===== config.mk =====
export PLATFORM = sky130hd
export DESIGN_NAME = amx_frame_rx
export DESIGN_NICKNAME = d
export VERILOG_FILES = /design/src/rtl/amx_pkg.sv /design/src/rtl/amx_spec_fifo.sv /design/src/rtl/amx_frame_rx.sv
export SDC_FILE = /design/constraint.sdc
export NUM_CORES = 1
export LEC_CHECK = 0
export BUFFER_PORTS_ARGS = -buffer_cell sky130_fd_sc_hd__buf_2
export CORE_UTILIZATION = 45
export CTS_CLUSTER_DIAMETER = 60
export DETAILED_ROUTE_END_ITERATION = 16
export GPL_ROUTABILITY_DRIVEN = 1
export PLACE_DENSITY = 0.69
export SYNTH_ARGS = -nofsm -noshare
export SYNTH_HDL_FRONTEND = slang
export SYNTH_SLANG_ARGS = --single-unit

===== constraint.sdc =====
create_clock -name clk -period 4.7 [get_ports clk]
set_input_delay 0 -clock clk [delete_from_list [all_inputs] [get_ports clk]]
set_output_delay 0 -clock clk [all_outputs]
set_load 0.01 [all_outputs]

===== src/rtl/amx_pkg.sv =====
// amx_pkg: shared types and constants for the amx byte-stream framer.
//   AMX_SYNC_BYTE   default frame start marker
//   amx_byte_t      one stream byte
//   amx_rx_state_t  receive FSM state encoding
//   amx_len_legal   payload length legality helper
package amx_pkg;

    localparam logic [7:0] AMX_SYNC_BYTE = 8'hA5;

    typedef logic [7:0] amx_byte_t;

    typedef enum logic [2:0] {
        ST_IDLE    = 3'd0,
        ST_LEN     = 3'd1,
        ST_PAYLOAD = 3'd2,
        ST_CHK     = 3'd3,
        ST_DROP    = 3'd4
    } amx_rx_state_t;

    // A length is legal when it is non-zero and not above the configured maximum.
    function automatic logic amx_len_legal(input amx_byte_t len, input int max_len);
        return (len != 8'd0) && (int'(len) <= max_len);
    endfunction

endpackage


===== src/rtl/amx_spec_fifo.sv =====
// amx_spec_fifo: FIFO with a speculative write pointer.
// Bytes are written at the speculative pointer; they become visible to the
// reader only when `commit` copies the speculative pointer into the commit
// pointer. `rollback` discards uncommitted bytes.
// Ports:
//   clk, rst_n      clock, async active-low reset
//   spec_start      restart speculation at the commit pointer
//   wr_en, wr_data  speculative write
//   commit          publish speculative bytes
//   rollback        discard speculative bytes
//   rd_en           pop head when rd_valid
//   rd_data         FWFT head byte (0 when empty)
//   rd_valid        committed data available
//   free_cnt        DEPTH minus committed occupancy
module amx_spec_fifo
    import amx_pkg::*;
#(
    parameter int DEPTH = 16
) (
    input  logic                     clk,
    input  logic                     rst_n,
    input  logic                     spec_start,
    input  logic                     wr_en,
    input  amx_byte_t                wr_data,
    input  logic                     commit,
    input  logic                     rollback,
    input  logic                     rd_en,
    output amx_byte_t                rd_data,
    output logic                     rd_valid,
    output logic [$clog2(DEPTH):0]   free_cnt
);

    localparam int AW = $clog2(DEPTH);
    localparam logic [AW:0] PTR_ONE = {{AW{1'b0}}, 1'b1};
    localparam logic [AW:0] DEPTH_W = (AW + 1)'(DEPTH);

    logic [AW:0] rd_ptr_q, rd_ptr_d;
    logic [AW:0] cm_ptr_q, cm_ptr_d;
    logic [AW:0] sp_ptr_q, sp_ptr_d;
    amx_byte_t   mem_q [DEPTH];

    // Pointers carry one extra wrap bit, so plain subtraction gives occupancy.
    assign rd_valid = (cm_ptr_q != rd_ptr_q);
    assign free_cnt = DEPTH_W - (cm_ptr_q - rd_ptr_q);
    assign rd_data  = rd_valid ? mem_q[rd_ptr_q[AW-1:0]] : 8'h00;

    // Next-state pointer arithmetic.
    always_comb begin
        rd_ptr_d = rd_ptr_q;
        cm_ptr_d = cm_ptr_q;
        sp_ptr_d = sp_ptr_q;
        if (rd_en && rd_valid) begin
            rd_ptr_d = rd_ptr_q + PTR_ONE;
        end else begin
            rd_ptr_d = rd_ptr_q;
        end
        if (spec_start || rollback) begin
            sp_ptr_d = cm_ptr_q;
        end else if (wr_en) begin
            sp_ptr_d = sp_ptr_q + PTR_ONE;
        end else begin
            sp_ptr_d = sp_ptr_q;
        end
        if (commit) begin
            cm_ptr_d = sp_ptr_q;
        end else begin
            cm_ptr_d = cm_ptr_q;
        end
    end

    // Pointer registers.
    always_ff @(posedge clk or negedge rst_n) begin
        if (!rst_n) begin
            rd_ptr_q <= '0;
            cm_ptr_q <= '0;
            sp_ptr_q <= '0;
        end else begin
            rd_ptr_q <= rd_ptr_d;
            cm_ptr_q <= cm_ptr_d;
            sp_ptr_q <= sp_ptr_d;
        end
    end

    // Storage array; contents need no reset because reads are masked when empty.
    always_ff @(posedge clk) begin
        if (wr_en) begin
            mem_q[sp_ptr_q[AW-1:0]] <= wr_data;
        end
    end

endmodule


===== src/rtl/amx_frame_rx.sv =====
// amx_frame_rx: finds SYNC/LEN/payload/CHK frames in a strobed byte stream,
// verifies the XOR checksum and commits good payloads to a speculative FIFO.
// Ports:
//   clk, rst_n            clock, async active-low reset
//   in_byte, in_stb       input byte stream, one byte per strobed cycle
//   out_data, out_valid   FWFT committed data
//   out_ready             consumer pop
//   frame_good/bad/drop   one-cycle outcome pulses
//   busy                  receiver is inside a frame
module amx_frame_rx
    import amx_pkg::*;
#(
    parameter logic [7:0] SYNC_BYTE = AMX_SYNC_BYTE,
    parameter int         MAX_LEN   = 8,
    parameter int         DEPTH     = 16
) (
    input  logic      clk,
    input  logic      rst_n,
    input  amx_byte_t in_byte,
    input  logic      in_stb,
    output amx_byte_t out_data,
    output logic      out_valid,
    input  logic      out_ready,
    output logic      frame_good,
    output logic      frame_bad,
    output logic      frame_drop,
    output logic      busy
);

    localparam int AW = $clog2(DEPTH);

    amx_rx_state_t state_q, state_d;
    amx_byte_t     cnt_q, cnt_d;
    amx_byte_t     acc_q, acc_d;
    logic          good_q, good_d;
    logic          bad_q, bad_d;
    logic          drop_q, drop_d;
    logic          busy_q;

    logic          spec_start_s;
    logic          wr_en_s;
    logic          commit_s;
    logic          rollback_s;
    logic [AW:0]   free_cnt_s;

    amx_spec_fifo #(.DEPTH(DEPTH)) u_fifo (
        .clk        (clk),
        .rst_n      (rst_n),
        .spec_start (spec_start_s),
        .wr_en      (wr_en_s),
        .wr_data    (in_byte),
        .commit     (commit_s),
        .rollback   (rollback_s),
        .rd_en      (out_ready),
        .rd_data    (out_data),
        .rd_valid   (out_valid),
        .free_cnt   (free_cnt_s)
    );

    // Frame parser: every transition is gated by in_stb, so gaps simply hold.
    always_comb begin
        state_d      = state_q;
        cnt_d        = cnt_q;
        acc_d        = acc_q;
        good_d       = 1'b0;
        bad_d        = 1'b0;
        drop_d       = 1'b0;
        spec_start_s = 1'b0;
        wr_en_s      = 1'b0;
        commit_s     = 1'b0;
        rollback_s   = 1'b0;
        if (in_stb) begin
            case (state_q)
                ST_IDLE: begin
                    if (in_byte == SYNC_BYTE) begin
                        state_d = ST_LEN;
                    end else begin
                        state_d = ST_IDLE;
                    end
                end
                ST_LEN: begin
                    if (!amx_len_legal(in_byte, MAX_LEN)) begin
                        bad_d   = 1'b1;
                        state_d = ST_IDLE;
                    end else if (int'(free_cnt_s) < int'(in_byte)) begin
                        // Skip payload plus checksum byte.
                        cnt_d   = in_byte + 8'd1;
                        state_d = ST_DROP;
                    end else begin
                        acc_d        = in_byte;
                        cnt_d        = in_byte;
                        spec_start_s = 1'b1;
                        state_d      = ST_PAYLOAD;
                    end
                end
                ST_PAYLOAD: begin
                    wr_en_s = 1'b1;
                    acc_d   = acc_q ^ in_byte;
                    cnt_d   = cnt_q - 8'd1;
                    if (cnt_q == 8'd1) begin
                        state_d = ST_CHK;
                    end else begin
                        state_d = ST_PAYLOAD;
                    end
                end
                ST_CHK: begin
                    if ((acc_q ^ in_byte) == 8'd0) begin
                        commit_s = 1'b1;
                        good_d   = 1'b1;
                    end else begin
                        rollback_s = 1'b1;
                        bad_d      = 1'b1;
                    end
                    state_d = ST_IDLE;
                end
                ST_DROP: begin
                    cnt_d = cnt_q - 8'd1;
                    if (cnt_q == 8'd1) begin
                        drop_d  = 1'b1;
                        state_d = ST_IDLE;
                    end else begin
                        state_d = ST_DROP;
                    end
                end
                default: begin
                    state_d = ST_IDLE;
                end
            endcase
        end else begin
            state_d = state_q;
        end
    end

    // FSM state, counters and registered status outputs.
    always_ff @(posedge clk or negedge rst_n) begin
        if (!rst_n) begin
            state_q <= ST_IDLE;
            cnt_q   <= 8'd0;
            acc_q   <= 8'd0;
            good_q  <= 1'b0;
            bad_q   <= 1'b0;
            drop_q  <= 1'b0;
            busy_q  <= 1'b0;
        end else begin
            state_q <= state_d;
            cnt_q   <= cnt_d;
            acc_q   <= acc_d;
            good_q  <= good_d;
            bad_q   <= bad_d;
            drop_q  <= drop_d;
            busy_q  <= (state_d != ST_IDLE);
        end
    end

    assign frame_good = good_q;
    assign frame_bad  = bad_q;
    assign frame_drop = drop_q;
    assign busy       = busy_q;

endmodule


Yosys cells after proc, flatten, opt, wreduce, memory -nomap -nowiden

Memories as Yosys holds them, arrays and structs flattened.
Cells that the tools add are included.

Register bits: 38
Memory bits (writable): 128
Bits of input ports: 12
Output and inout bits: 13
Logic and storage cells: 78
Memories kept: 1

Add/subtract/negate cells: 6
$lt $le $gt $ge: 2
Equal/unequal tests: 9
Mux-type cells: 36
Bitwise logic cells: 1
Reduce and logical (&&, ||, !) cells: 13

Memories:

| memory       | words | width | rd ports | clocked after memory_dff | wr ports | RTL line            | text |
|---|---|---|---|---|---|---|---|
| u_fifo.mem_q | 16    | 8     | 1        | 0                        | 1        | amx_spec_fifo.sv:40 | `amx_byte_t mem_q [DEPTH];` |

Operators by type and width:

| operator              | count |
|---|---|
| $mux W8               | 5 |
| $pmux W8 S2           | 2 |
| $mux W1               | 21 |
| $mux W3               | 4 |
| $pmux W3 S4           | 1 |
| $add A5 B1 Y5 const B | 2 |
| $mux W5               | 2 |
| $add A8 B1 Y8 const B | 1 |
| $eq A8 B1 Y1 const B  | 1 |
| $eq A8 B8 Y1 const B  | 1 |
| $le A8 B4 Y1 const B  | 1 |
| $logic_not A8 Y1      | 1 |
| $lt A5 B8 Y1          | 1 |
| $reduce_bool A8 Y1    | 1 |
| $sub A8 B1 Y8 const B | 1 |
| $xor A8 B8 Y8         | 1 |
| $eq A3 B2 Y1 const B  | 2 |
| $reduce_bool A2 Y1    | 3 |
| $ne A5 B5 Y1          | 1 |
| $sub A5 B5 Y5         | 1 |
| $sub A5 B5 Y5 const A | 1 |
| $ne A2 B2 Y1 const B  | 2 |
| $reduce_and A4 Y1     | 1 |
| $eq A3 B1 Y1 const B  | 1 |
| 8 further kinds       | 9 |

Logic depth before layout (Yosys ltp)

Depth in word-level cells: 9
Depth in mapped cells: 16
Mapped depth without buffers: 13

Cells and area by module

From an unflattened synthesis, not the netlist that was laid out.

Cell total of the unflattened synthesis: 495
Area, all modules: 7534.7 um^2

Modules (own cells, without submodules):

| module        | times used | cells an instance | area each (um^2) | seq. area each (um^2) |
|---|---|---|---|---|
| amx_spec_fifo | 1          | 315               | 5934.4           | 4219.0 |
| amx_frame_rx  | 1          | 180               | 1600.3           | 575.6 |

Least setup slack after synthesis

Ideal clock, no wire load.

Kind: register to register
From: register u_fifo.rd_ptr_q[0]
To: register busy_q, in the netlist busy
Setup time: 0.129 ns
Data arrival time: 3.135 ns
Data required time: 4.571 ns
Slack: 1.436 ns
Stages on the path, launching flop included: 16
Path buffers: 3
Period minus slack after synthesis: 3.264 ns
Cell sequence: dfrtp_1 buf_6 buf_6 inv_2 ha_1 inv_1 ha_1 fa_1 xor2_1 ha_1 a211o_1 a21oi_1 nor2_1 a21o_1 buf_2 a2111o_1

Word-level cells in the longest chain between the ends: 8

RTL lines:

| item                        | RTL line            | text |
|---|---|---|
| start: declaration          | amx_spec_fifo.sv:37 | `logic [AW:0] rd_ptr_q, rd_ptr_d;` |
| start signal: assignment    | amx_spec_fifo.sv:78 | `rd_ptr_q <= rd_ptr_d;` |
| $sub A5 B5 Y5 (2 in series) | amx_spec_fifo.sv:44 | `assign free_cnt = DEPTH_W - (cm_ptr_q - rd_ptr_q);` |
| $lt A5 B8 Y1                | amx_frame_rx.sv:85  | `end else if (int'(free_cnt_s) < int'(in_byte)) begin` |
| $mux W3                     | amx_frame_rx.sv:85  |  |
| $mux W3                     | amx_frame_rx.sv:82  | `if (!amx_len_legal(in_byte, MAX_LEN)) begin` |
| $pmux W3 S4                 | amx_frame_rx.sv:73  | `case (state_q)` |
| $mux W3                     | amx_frame_rx.sv:72  | `if (in_stb) begin` |
| $reduce_bool A3 Y1          | amx_frame_rx.sv:151 | `busy_q <= (state_d != ST_IDLE);` |
| end signal: assignment      | amx_frame_rx.sv:151 |  |
| end: declaration            | amx_frame_rx.sv:38  | `logic busy_q;` |

No other way between the ends.
A chain may end at the register's enable or synchronous reset.

Final worst setup path

From: register u_fifo.rd_ptr_q[2]
To: register busy_q, in the netlist busy

The elaborated chain is that of the path after synthesis.

==> flow_summary_export.csv <==
group,metric,value,unit
status,status,"finished, final reports clean",
setup_path,arrival,3.76,ns
power_and_ir_drop,seq_power_share,39.4,%
clock_tree,ctsResizeCount,0,
clock_tree,cts_sinks,166,
placement,detailed_place_hpwl,9697,um
routing,dr.pass1.iters,5,
die,die_area,0.01717,sq mm
layout,multi_input_area,0.002481,sq mm
timing,fin_crit_sh,73.23,%
routing,wl_per_cell,22.14,um
timing,setup_tns,0,ns
die,die_h,131.0,um
global_routing,grt_pass1_vias,4293,
routing,drc,0,
clock_tree,clock_path_buffers,2,
power_and_ir_drop,swShare,28.86,%
power_and_ir_drop,p_leak,3.152,nW
placement,place_congestion,0.8379,
layout,syn2layout_area_growth,12.52,%
yosys,synth-main-ff-cell,"edfxtp_1",
yosys,synth_warnings,0,
routing,via_per_inst,5.806,
routing,vias,4140,
layout,seq_area,0.004796,sq mm
power_and_ir_drop,switchingPower,1.243,mW
setup_path,crit_type,"reg2reg",
setup_path,crit_fanout,14,
global_routing,antenna_found_initial,0,
routing,ant_nets,0,
die,start_util,46.67,%
global_routing,grt_pass1_wl,24340,um
setup_path,path_cells,"buf_4, ha_1, ha_1, a21o_1, a21oi_1, xnor2_1, ha_1, a211o_1, a21oi_1, nor2_1, buf_4, a21o_1, a2111o_1",
timing,worst_pin_slew,1.009,ns
clock_tree,cts_tree,"built",
layout,layout_common_cells,"edfxtp_1, dfrtp_1, mux4_2, buf_2, ha_1",
power_and_ir_drop,internal-power,3.065,mW
timing,setup_viol,0,
power_and_ir_drop,powerDensity,510.9,mW/mm^2
die,pin_count,25,
layout,drive_gt1_share,19.32,%
die,die_w,131.0,um
layout,final_nets,518,
clock_tree,tritoncts.num_buffers,17,
die,core_region_area,0.01606,sq mm
timing,fmax,290.5,MHz
clock_tree,cts.root.buffer_cell,"clkbuf_16",
yosys,syn_nets,486,
clock_tree,clock_latency,0.44,ns
setup_path,r2r_setup_slack,1.26,ns
timing,rsz0062_at_grt,"no",
yosys,synthCells,452,
setup_path,slowest_stage,"a2111o_1",
job,drv_cap,0,
clock_tree,cts_max_level,4,
setup_path,cp-start-kind,"flop",
yosys,async_flop_share,22.89,%
layout,fill_cells,1267,
power_and_ir_drop,peakVddDrop,276.0,uV
die,row_count,46,
timing,slew_headroom,32.46,%
layout,diodes,0,
setup_path,slowest_delay,0.42,ns
yosys,synth_edf_count,128,
global_routing,grt_max_degree,39,
yosys,ys_ff_latch,166,
yosys,synthDistinctLibCells,54,
global_routing,grt.total_usage,20.33,%
timing,drv_slew,0,
setup_path,end_kind,"flop",
routing,drtIter0Drc,325,
min_path,min_path_type,"in2reg",
timing,clock_skew,0.01439,ns
power_and_ir_drop,p_comb_share,27.5,%
timing,hold_viol_final,0,
placement,port-buffer-count,24,
setup_path,cp.required,5.02,ns
power_and_ir_drop,power_frac_clock,33.1,%
yosys,netlist_area,0.007493,sq mm
clock_tree,clk_pin_slew,0.06,ns
setup_path,path_common_cell,"ha_1",
layout,mostFrequentLayoutCell,"edfxtp_1",
yosys,syn_area_per_cell,16.58,sq um
layout,postLayoutCoreUtil,52.51,%
yosys,yosysSeqAreaShare,63.98,%
global_routing,grt_overflow,0,
routing,routed_wl,15790,um
timing,finalCriticalPeriod,3.442,ns
-- repair_timing --
action                                 in CTS  in global routing
buffers inserted                            0                  0
hold buffers                                2                  0
endpoints found under the hold margin      40                  0
-- logic make-up (layout without fill, tap and decap cells) --
logic type                 Yosys count  after routing  synth area share, %
AOI/OAI and AO/OA                   51             51                5.427
xor gates and xnor gates            25             25                2.922
adders and majority gates           22             22                3.774
buffers and inverters               43             88                2.905
DFF                                166            166                63.98
muxes                               48             48                13.98
and+or+nand+nor                     97             97                7.013
-- worst paths after layout --
| check | startpoint | to | cells after the start |
|---|---|---|---|
| worst max-delay path | u_fifo.rd_ptr_q[2]$_DFFE_PN0P_ | busy$_DFF_PN0_ | 13 |
| worst min-delay path | out_ready | u_fifo.rd_ptr_q[0]$_DFFE_PN0P_ | 3 |
| worst max register to register | u_fifo.rd_ptr_q[2]$_DFFE_PN0P_ | busy$_DFF_PN0_ | 13 |
| worst min register to register | cnt_q[6]$_DFFE_PN0P_ | cnt_q[6]$_DFFE_PN0P_ | 1 |
| max in group asynchronous | rst_n | u_fifo.rd_ptr_q[0]$_DFFE_PN0P_ | 2 |
| min in group asynchronous | rst_n | state_q[2]$_DFF_PN0_ | 2 |
-- metrics by stage --
step | hold slack [ns] | setup WS [ns] | power, mW | instances | area, sq um
CTS | 0.009972 | 1.264 | 4.334 | 713 | 8432
global route | 0.02949 | 1.048 | 4.487 | 713 | 8432
floorplan | -0.2956 | 1.436 | 2.593 | 452 | 7493
finish | 0.02466 | 1.258 | 4.308 | 713 | 8432
global placement | 0.1415 | 1.327 | 2.878 | 679 | 7810
detailed placement | 0.1585 | 1.267 | 2.901 | 679 | 7810
-- metal layers --
layer  global-route usage [%]  wire length [um]
met4                    7.302               214
met1                    25.59              6652
met5                        0                 0
met3                    5.008               815
met2                    34.27              8104
-- state kept, by name, indices dropped and copies added, names as in the netlist --
register	count
busy	1
frame_good	1
cnt_q	8
u_fifo.rd_ptr_q	5
state_q	3
u_fifo.mem_q	128
acc_q	8
frame_bad	1
u_fifo.cm_ptr_q	5
frame_drop	1
u_fifo.sp_ptr_q	5
-- power by group through the flow --
stage | clock (mW) | sequential, mW | combinational [mW]
after floorplan | 0 | 1.70 | 0.891
after global placement | 0 | 1.72 | 1.16
after detailed placement | 0 | 1.72 | 1.18
after CTS | 1.44 | 1.69 | 1.20
after global routing | 1.50 | 1.70 | 1.29
final | 1.43 | 1.70 | 1.18
-- cell usage after synthesis (2+ instances only) --
master | number | area, sq um
a21boi_1 | 8 | 60.06
and3_1 | 5 | 31.28
a221oi_1 | 3 | 26.28
nor3b_1 | 2 | 15.01
nand4_1 | 5 | 31.28
o221a_1 | 9 | 101.4
mux2i_1 | 3 | 30.03
nand2_1 | 15 | 56.30
a221o_1 | 3 | 30.03
nand3b_1 | 2 | 15.01
xnor2_1 | 10 | 87.58
buf_6 | 3 | 33.78
o21ai_1 | 2 | 10.01
xor2_1 | 15 | 131.4
mux4_2 | 24 | 540.5
nor2_2 | 2 | 12.51
mux2_1 | 5 | 56.30
buf_1 | 2 | 7.510
edfxtp_1 | 128 | 3844
buf_8 | 2 | 30.03
buf_2 | 6 | 30.03
a21o_1 | 6 | 45.04
a21oi_1 | 6 | 30.03
o22ai_1 | 4 | 25.02
nor3_1 | 8 | 40.04
clkbuf_1 | 7 | 26.28
mux4_1 | 16 | 420.4
inv_1 | 19 | 71.32
nor4_1 | 2 | 12.51
nor2_1 | 20 | 75.07
nand3_1 | 16 | 80.08
nor4_2 | 3 | 37.54
ha_1 | 21 | 262.8
or3_1 | 2 | 12.51
dfrtp_1 | 38 | 950.9
o21ai_0 | 2 | 10.01
nor2b_1 | 9 | 56.30
inv_2 | 3 | 11.26
-- cell type report --
class / instances / share of cell area (%)
timing repair buffer: 34 / 2.374
inverter: 22 / 0.9794
clock inverter: 14 / 2.048
clock buffer: 18 / 5.090
sequential: 166 / 56.88
multi-input combinational: 243 / 29.43
tap: 216 / 3.205
-- worst max-delay path: cells and delay by family (launching register included) --
family | cells | cell delay [ns]
AO/OA/AOI/OAI | 6 | 1.52
XOR/XNOR | 1 | 0.11
adder cells (fa/ha/maj) | 3 | 0.87
buffers and inverters | 2 | 0.39
flip-flops | 1 | 0.37
AND/OR/NAND/NOR | 1 | 0.07
Power figures use the tool's default switching activity.
